**src/rtl/encrypt_reg_ctrl_if.sv**
```systemverilog
// Register bus between a host and the encryption register slice.
interface encrypt_reg_ctrl_if #(
   parameter int REG_WD  = 16,
   parameter int ADDR_WD = 9
);
   logic               i_wr_en;
   logic               i_rd_en;
   logic [ADDR_WD-1:0] iv_addr;
   logic [REG_WD-1:0]  iv_wr_data;
   logic [REG_WD-1:0]  ov_rd_data;
   logic               o_rd_valid;

   modport master (
      output i_wr_en, i_rd_en, iv_addr, iv_wr_data,
      input  ov_rd_data, o_rd_valid
   );

   modport slave (
      input  i_wr_en, i_rd_en, iv_addr, iv_wr_data,
      output ov_rd_data, o_rd_valid
   );
endinterface

```
**src/rtl/encrypt_reg_ctrl.sv**
```systemverilog
// Assembles the 64-bit encryption word from four ordered 16-bit writes, commits it
// atomically, and provides DNA/status readback. ENCRYPT_RD_PROTECT_EN makes the key write-only.
//
// state      | meaning
// -----------+------------------------------------------------------------
// ST_IDLE    | no sequence open; words 1..3 are errors
// ST_COLLECT | word0 seen, waiting for word exp_idx; inactivity timer runs
// ST_COMMIT  | one cycle: staging copied to ov_encrypt_reg, o_commit pulses
module encrypt_reg_ctrl #(
   parameter int                 REG_WD      = 16,
   parameter int                 LONG_REG_WD = 64,
   parameter int                 ADDR_WD     = 9,
   parameter logic [ADDR_WD-1:0] ADDR_BASE   = 9'h040,
   parameter int                 TIMEOUT_CYC = 40000
) (
   input  logic                   clk,
   input  logic                   reset_n,
   encrypt_reg_ctrl_if.slave      bus,
   input  logic [LONG_REG_WD-1:0] iv_dna_reg,
   input  logic                   i_encrypt_state,
   output logic [LONG_REG_WD-1:0] ov_encrypt_reg,
   output logic                   o_commit,
   output logic                   o_seq_error
);

   localparam int                TMR_WD   = $clog2(TIMEOUT_CYC);
   localparam logic [TMR_WD-1:0] TMR_LOAD = TMR_WD'(TIMEOUT_CYC - 1);

   typedef enum logic [1:0] {
      ST_IDLE,
      ST_COLLECT,
      ST_COMMIT
   } state_t;

   state_t                 state;
   logic [1:0]             exp_idx;
   logic [TMR_WD-1:0]      tmr;
   logic [LONG_REG_WD-1:0] staging;
   logic [LONG_REG_WD-1:0] dna_snap;

   logic [ADDR_WD-1:0]     offset;
   logic                   in_range;
   logic                   is_key;
   logic [1:0]             key_idx;
   logic                   wr_key;
   logic                   wr_status;
   logic                   in_prog;
   logic                   err_set;
   logic                   err_clr;
   logic [REG_WD-1:0]      rd_mux;

   function automatic logic [REG_WD-1:0] word_of(input logic [LONG_REG_WD-1:0] v,
                                                 input logic [1:0] idx);
      return v[(3 - int'(idx)) * REG_WD +: REG_WD];
   endfunction

   always_comb begin
      offset    = bus.iv_addr - ADDR_BASE;
      in_range  = (bus.iv_addr >= ADDR_BASE) && (offset <= ADDR_WD'(8));
      is_key    = in_range && (offset < ADDR_WD'(4));
      key_idx   = offset[1:0];
      wr_key    = bus.i_wr_en && is_key;
      wr_status = bus.i_wr_en && in_range && (offset == ADDR_WD'(8));
      in_prog   = (state != ST_IDLE);
      err_clr   = wr_status && bus.iv_wr_data[1];
   end

   // Any out-of-order word is an error; a word0 write always restarts cleanly.
   always_comb begin
      err_set = 1'b0;
      if (wr_key && key_idx != 2'd0) begin
         if (state != ST_COLLECT || key_idx != exp_idx)
            err_set = 1'b1;
      end
      if (state == ST_COLLECT && !wr_key && tmr == '0)
         err_set = 1'b1;
   end

   always_ff @(posedge clk) begin
      if (!reset_n) begin
         state          <= ST_IDLE;
         exp_idx        <= 2'd0;
         tmr            <= '0;
         staging        <= '0;
         ov_encrypt_reg <= '0;
         o_commit       <= 1'b0;
         o_seq_error    <= 1'b0;
      end else begin
         o_commit    <= 1'b0;
         o_seq_error <= err_set | (o_seq_error & ~err_clr);

         if (state == ST_COMMIT) begin
            ov_encrypt_reg <= staging;
            o_commit       <= 1'b1;
         end

         if (wr_key && key_idx == 2'd0) begin
            staging <= {bus.iv_wr_data, {(LONG_REG_WD-REG_WD){1'b0}}};
            exp_idx <= 2'd1;
            tmr     <= TMR_LOAD;
            state   <= ST_COLLECT;
         end else begin
            case (state)
               ST_IDLE: state <= ST_IDLE;
               ST_COLLECT: begin
                  if (wr_key) begin
                     if (key_idx == exp_idx) begin
                        staging[(3 - int'(key_idx)) * REG_WD +: REG_WD] <= bus.iv_wr_data;
                        tmr <= TMR_LOAD;
                        if (key_idx == 2'd3)
                           state <= ST_COMMIT;
                        else
                           exp_idx <= exp_idx + 2'd1;
                     end else begin
                        staging <= '0;
                        state   <= ST_IDLE;
                     end
                  end else if (tmr == '0) begin
                     staging <= '0;
                     state   <= ST_IDLE;
                  end else begin
                     tmr <= tmr - 1'b1;
                  end
               end
               ST_COMMIT: state <= ST_IDLE;
               default:   state <= ST_IDLE;
            endcase
         end
      end
   end

   always_comb begin
      rd_mux = '0;
      if (is_key) begin
`ifdef ENCRYPT_RD_PROTECT_EN
         rd_mux = '0;
`else
         rd_mux = word_of(ov_encrypt_reg, key_idx);
`endif
      end else if (offset == ADDR_WD'(4)) begin
         rd_mux = word_of(iv_dna_reg, 2'd0);
      end else if (offset == ADDR_WD'(8)) begin
         rd_mux = {{(REG_WD-3){1'b0}}, in_prog, o_seq_error, i_encrypt_state};
      end else begin
         rd_mux = word_of(dna_snap, key_idx);
      end
   end

   // Offset 4 freezes the DNA so words 5..7 read back from the same sample.
   always_ff @(posedge clk) begin
      if (!reset_n) begin
         bus.ov_rd_data <= '0;
         bus.o_rd_valid <= 1'b0;
         dna_snap       <= '0;
      end else begin
         bus.o_rd_valid <= bus.i_rd_en && in_range;
         if (bus.i_rd_en && in_range) begin
            bus.ov_rd_data <= rd_mux;
            if (offset == ADDR_WD'(4))
               dna_snap <= iv_dna_reg;
         end
      end
   end

endmodule
```
**src/flat_wrapper.sv**
```systemverilog
// flat-port wrapper written by rule: the top's interface ports become plain ports
module encrypt_reg_ctrl_flat 
#(
   parameter int                 REG_WD      = 16,
   parameter int                 LONG_REG_WD = 64,
   parameter int                 ADDR_WD     = 9,
   parameter logic [ADDR_WD-1:0] ADDR_BASE   = 9'h040,
   parameter int                 TIMEOUT_CYC = 40000
)
  (clk, reset_n, iv_dna_reg, i_encrypt_state, ov_encrypt_reg, o_commit, o_seq_error, bus_i_wr_en, bus_i_rd_en, bus_iv_addr, bus_iv_wr_data, bus_ov_rd_data, bus_o_rd_valid);
  encrypt_reg_ctrl_if #(.REG_WD(REG_WD), .ADDR_WD(ADDR_WD)) bus_i ();
  input  logic clk;
  input  logic reset_n;
  input  logic [LONG_REG_WD-1:0] iv_dna_reg;
  input  logic i_encrypt_state;
  output logic [LONG_REG_WD-1:0] ov_encrypt_reg;
  output logic o_commit;
  output logic o_seq_error;
  input wire logic [$bits(bus_i.i_wr_en)-1:0] bus_i_wr_en;
  input wire logic [$bits(bus_i.i_rd_en)-1:0] bus_i_rd_en;
  input wire logic [$bits(bus_i.iv_addr)-1:0] bus_iv_addr;
  input wire logic [$bits(bus_i.iv_wr_data)-1:0] bus_iv_wr_data;
  output wire logic [$bits(bus_i.ov_rd_data)-1:0] bus_ov_rd_data;
  output wire logic [$bits(bus_i.o_rd_valid)-1:0] bus_o_rd_valid;
  assign bus_i.i_wr_en = bus_i_wr_en;
  assign bus_i.i_rd_en = bus_i_rd_en;
  assign bus_i.iv_addr = bus_iv_addr;
  assign bus_i.iv_wr_data = bus_iv_wr_data;
  assign bus_ov_rd_data = bus_i.ov_rd_data;
  assign bus_o_rd_valid = bus_i.o_rd_valid;
  encrypt_reg_ctrl #(.REG_WD(REG_WD), .LONG_REG_WD(LONG_REG_WD), .ADDR_WD(ADDR_WD), .ADDR_BASE(ADDR_BASE), .TIMEOUT_CYC(TIMEOUT_CYC)) u_core (.clk(clk), .reset_n(reset_n), .bus(bus_i), .iv_dna_reg(iv_dna_reg), .i_encrypt_state(i_encrypt_state), .ov_encrypt_reg(ov_encrypt_reg), .o_commit(o_commit), .o_seq_error(o_seq_error));
endmodule
```
**config.mk**
```make
export PLATFORM = sky130hd
export DESIGN_NAME = encrypt_reg_ctrl_flat
export DESIGN_NICKNAME = d
export VERILOG_FILES = /design/src/rtl/encrypt_reg_ctrl_if.sv /design/src/rtl/encrypt_reg_ctrl.sv /design/src/flat_wrapper.sv
export SDC_FILE = /design/constraint.sdc
export NUM_CORES = 1
export LEC_CHECK = 0
export CAP_MARGIN = 20
export CORE_MARGIN = 2
export CORE_UTILIZATION = 40
export CTS_BUF_LIST = sky130_fd_sc_hd__clkbuf_8
export DETAILED_ROUTE_END_ITERATION = 10
export PLACE_DENSITY_LB_ADDON = 0.2
export SYNTH_ARGS = -nofsm -noshare
export SYNTH_HDL_FRONTEND = slang
export SYNTH_SLANG_ARGS = --single-unit
```
**constraint.sdc**
```tcl
create_clock -name clk -period 3 [get_ports clk]
set_input_delay 0.45 -clock clk [delete_from_list [all_inputs] [get_ports clk]]
set_output_delay 0.45 -clock clk [all_outputs]
set_load 0.03 [all_outputs]
```
==> results.txt, run 1 <==
I/O Pins - 177
Data required, critical path - 3.43 ns
# DRC - 0
VDD IR-drop max - 299 uV
vias in the first global route - 9,151
sequential fraction of the synthesis area - 0.459
EDFF count, synth - 0
Global Route Usage Sum - 0.238
via/cell ratio - 5.73
synth warn - 0
most used flip-flop cell after synthesis - dfxtp_1
Slew HR - 0.513
initial antenna violation count - 0
Routed WL per cell - 19.5 um
Die W - 163 um
final wirelength - 32,400 um
CTS H-tree lvls - 2
ant diodes - 0
Worst-path clk slew - 0.06 ns
Distinct cells, synth - 69
total gr overflow - 0
status - completed
placed cells - 1,586
via count - 9,492
final instance area - 0.0132 mm2
TritonCTS clock tree - yes
final setup fails - 0
first-pass GRT wire length - 50,300 um
ratio of cells with drive above 1 in the final layout - 0.130
area post-placement - 0.0124 mm2
Data arrival, critical path - 2.86 ns
Routed Antenna Nets - 0
post-cts sizing count - 0
Max Cap Viol - 0
net count reported at finish - 1,401
most frequent cells in the layout - dfxtp_1, nand2_1, clkdlybuf4s50_1, a21oi_1, o21ai_0
die height - 163 um
ys async rst share - 0
Worst Path Class, Setup - input pin to flop
CTS root buf - clkbuf_8
Clock Sinks - 231
crit-path max FO - 16
Mean Syn Cell Area - 8.92 um2
final hold viol count - 0
Die ar. - 0.0265 mm2
RSZ-0062 raised after global routing - no
most common cell after layout, fill and taps aside - dfxtp_1
PortBufs - 176
maximum operating frequency - 0.412 GHz
Power Density - 478 mW/mm2
CTS buffer count - 41
CP Capture Type - flop
CTS Buffer Depth - 3
Final period util - 0.810
Worst Hold Class - flop to flop
Finished Layout Cells - 1,657
GP Congestion - 0.835
Slew @ Worst Pin - 0.730 ns
DR pass1 iterations - 7
Post-Syn Area - 0.0101 mm2
setup bufs post-CTS - 0
synthesis-to-finish area growth - 30.6%
Setup TNS Final - 0 ns
post-detail-place hpwl - 21,400 um
Cells after Synth - 1,130
Clock Latency Late Sink - 0.55 ns
type of origin of the critical path - input pin
Yosys reg bits - 231
Initial Util - 0.404
CTS Hold Bufs - 0
fin. max-slew vios - 0
Initial DRC Count - 883
Layout Skew - 0.0196 ns
site row count - 58
min Tclk post-route - 2.43 ns
Lkg Pwr - 4.49 nW
Synthesized Nets - 1,232
Core Area - 0.0250 mm2
final core utilization - 0.527
largest net degree at the start of global routing - 68
==> worst max-delay path, stage by stage <==
cell             delay [ns]
clkdlybuf4s50_1        0.48
inv_1                  0.06
ha_1                   0.30
and4bb_4               0.29
and4_1                 0.31
buf_4                  0.22
o21ai_0                0.09
and3_1                 0.18
buf_4                  0.21
a22o_1                 0.26
==> final cells by class <==
cell class,instances,area (um2)
sequential,231,4620
inverter,8,32.5
multi-input combinational,788,5020
fill,2409,11800
timing repair buffer,229,2260
tap,330,413
clock inverter,20,98.8
clock buffer,51,702
==> Yosys cell counts (8+ instances only) <==
cell,instances,area share
a21oi_1,144,0.072
a221oi_1,13,0.011
a22o_1,32,0.028
buf_2,14,0.0070
clkbuf_1,76,0.028
dfxtp_1,231,0.46
ha_1,8,0.0099
mux4_2,32,0.072
nand2_1,182,0.068
nand3_1,70,0.035
nor2_1,30,0.011
nor3_1,23,0.011
nor4_1,18,0.011
o21a_1,8,0.0060
o21ai_0,83,0.041
o21ai_1,22,0.011
o311ai_0,33,0.029
==> worst paths after layout <==
kind	end	cells after the start	start	slack (ns)
worst min register to register	u_core.ov_encrypt_reg[31]	2	u_core.staging[31]	0.44
worst max-delay path	u_core.staging[53]	10	bus_iv_addr[7]	0.57
worst min-delay path	u_core.ov_encrypt_reg[31]	2	u_core.staging[31]	0.44
worst max register to register	u_core.tmr[14]	7	u_core.tmr[0]	0.58
==> power breakdown <==
group	switching, mW	internal (mW)
registers	0.00154	3.07
clock network	1.31	1.54
logic	0.194	0.172
==> routing by layer <==
layer  track usage  up-vias  part of all wire
li1              -     4494                 -
met1         0.327     4584              0.45
met2         0.381      362              0.47
met3        0.0425       52             0.063
met4        0.0780        0             0.025
met5             0        -                 0
==> stage by stage <==
| step | worst slack, ns | hold slack [ns] | power, mW |
|---|---|---|---|
| global placement | 0.0897 | 0.438 | 3.50 |
| detailed placement | 0.0538 | 0.439 | 3.50 |
| CTS | 0.586 | 0.436 | 6.32 |
| floorplan | 0.261 | 0.429 | 3.28 |
| global route | 0.367 | 0.460 | 6.49 |
| finish | 0.571 | 0.443 | 6.29 |
==> kinds of logic (layout without fill, tap and decap cells) <==
group / count (synthesis) / after routing / share of synthesized area
buf+inv: 111 / 308 / 0.0464
simple gates: 369 / 369 / 0.178
flops: 231 / 231 / 0.459
xor+xnor: 5 / 5 / 0.00509
fa+ha+maj: 8 / 8 / 0.00994
mux: 33 / 33 / 0.0725
compound gates: 373 / 373 / 0.229
Power figures use the tool's default switching activity.
==> inputs of run 2 (changes only) <==
==> constraint.sdc (replaced) <==
create_clock -name clk -period 2 [get_ports clk]
set_input_delay 0.3 -clock clk [delete_from_list [all_inputs] [get_ports clk]]
set_output_delay 0.3 -clock clk [all_outputs]
set_load 0.03 [all_outputs]
==> results.txt, run 2 (synthesis results as in run 1) <==
most frequent cells in the layout - dfxtp_1, nand2_1, clkdlybuf4s50_1, a21oi_1, buf_4
via/cell ratio - 5.60
CTS buffer count - 41
worst hold margin - 0.334 ns
GP Congestion - 0.807
Lkg Pwr - 4.94 nW
Worst Hold Launch - iv_dna_reg[10]
final setup fails - 1
R2R Path Start - u_core.tmr[4]
DR pass1 iterations - 7
r2r setup slk - -0.04 ns
Worst Hold Class - input pin to flop
post-detail-place hpwl - 22,300 um
most common cell after layout, fill and taps aside - dfxtp_1
first-pass GRT wire length - 52,000 um
Die ar. - 0.0265 mm2
initial antenna violation count - 0
crit-path max FO - 3
Slew @ Worst Pin - 0.563 ns
site row count - 58
total gr overflow - 0
Global Route Usage Sum - 0.245
Worst Hold Depth - 3
RSZ-0062 raised after global routing - yes
Data arrival, critical path - 2.51 ns
PortBufs - 176
min Tclk post-route - 2.04 ns
final worst setup slack - -0.0366 ns
CP Capture Type - flop
Clock Latency Late Sink - 0.54 ns
I/O Pins - 177
Power Density - 664 mW/mm2
Clock Sinks - 231
FF+latch area - 0.00463 mm2
final wirelength - 33,000 um
status - finished, violations left
Routed Antenna Nets - 0
via count - 9,684
vias in the first global route - 9,447
fillers - 2,286
maximum operating frequency - 0.491 GHz
Max Cap Viol - 0
dpl ws - -0.762 ns
failing checks - setup timing
Layout Skew - 0.0129 ns
Final period util - 1.02
CTS H-tree lvls - 2
Initial DRC Count - 653
Worst Path Class, Setup - flop to flop
Multi-input gate area - 0.00524 mm2
Initial Util - 0.404
synthesis-to-finish area growth - 39.3%
Routed WL per cell - 19.1 um
Worst-path clk slew - 0.06 ns
ratio of cells with drive above 1 in the final layout - 0.200
TritonCTS clock tree - yes
Data required, critical path - 2.48 ns
VDD IR-drop max - 372 uV
CTS Buffer Depth - 3
FF-to-FF path depth - 6
Hold Path End - u_core.dna_snap[10]
Slew HR - 0.624
ant diodes - 0
# DRC - 0
largest net degree at the start of global routing - 99
Core Area - 0.0250 mm2
final hold viol count - 0
CTS root buf - clkbuf_8
Reg-to-Reg End - u_core.tmr[14]
die height - 163 um
net count reported at finish - 1,474
Die W - 163 um
fin. max-slew vios - 0
type of origin of the critical path - flop
run 2: changes by cell type in the layout (fill, tap and decap cells not counted), moves of 6 or more:
cell,delta
buf_4,+61
o311ai_1,+24
clkdlybuf4s50_1,-6
o311ai_0,-28
o21ai_1,+68
buf_12,+9
inv_1,-7
o21ai_0,-70
run 2: power breakdown:
| group | leakage (nW) | internal, mW | switching [mW] | total [mW] |
|---|---|---|---|---|
| combinational | 2.64 | 0.304 | 0.309 | 0.613 |
| sequential | 1.86 | 4.61 | 0.00236 | 4.61 |
| clock | 0.438 | 2.14 | 1.96 | 4.10 |
run 2: worst max-delay path by stage:
stage                    endpoint            from
6_report           u_core.tmr[14]   u_core.tmr[4]
5_1_grt            u_core.tmr[14]   u_core.tmr[4]
4_1_cts            u_core.tmr[14]   u_core.tmr[1]
3_5_place_dp   u_core.staging[27]  bus_iv_addr[6]
3_3_place_gp    u_core.staging[9]  bus_iv_addr[6]
2_1_floorplan   u_core.staging[0]  bus_iv_addr[6]
run 2: final cells by class:
class,instances,share of cell area
clock buffer,47,0.0461
clock inverter,22,0.00740
inverter,8,0.00374
multi-input combinational,788,0.373
sequential,231,0.330
tap,330,0.0294
timing repair buffer,302,0.210
run 2: layer usage:
metal	part of all wire	GRT usage	vias up
met5	0	0	-
met4	0.026	0.0825	0
met3	0.064	0.0407	61
met2	0.46	0.377	327
met1	0.45	0.350	4648
li1	-	-	4648
run 2: what timing repair did:
| action | CTS | global route |
|---|---|---|
| endpoints found under the setup margin | 138 | 82 |
| setup buffers | 2 | 3 |
| hold buffers | 0 | 0 |
| resized for setup | 14 | 64 |
| pin swaps | 2 | 10 |
run 2: critical path, stage by stage, from the launching register on:
cell	delay [ns]
dfxtp_1	0.33
nor4_2	0.33
buf_4	0.18
nand3_2	0.07
or4b_4	0.50
or4_4	0.43
a21boi_2	0.14
run 2: stage by stage:
step | cell area (um2) | cells | util | power [mW] | setup TNS, ns
detailed placement | 13100 | 1654 | 0.524 | 5.31 | -103.74
global placement | 13100 | 1654 | 0.524 | 5.31 | -100.70
finish | 14000 | 1728 | 0.562 | 9.32 | -0.0366
CTS | 13800 | 1725 | 0.555 | 9.40 | -0.0266
floorplan | 10300 | 1130 | - | 4.94 | -0.842
global route | 14000 | 1728 | 0.562 | 9.68 | -0.452
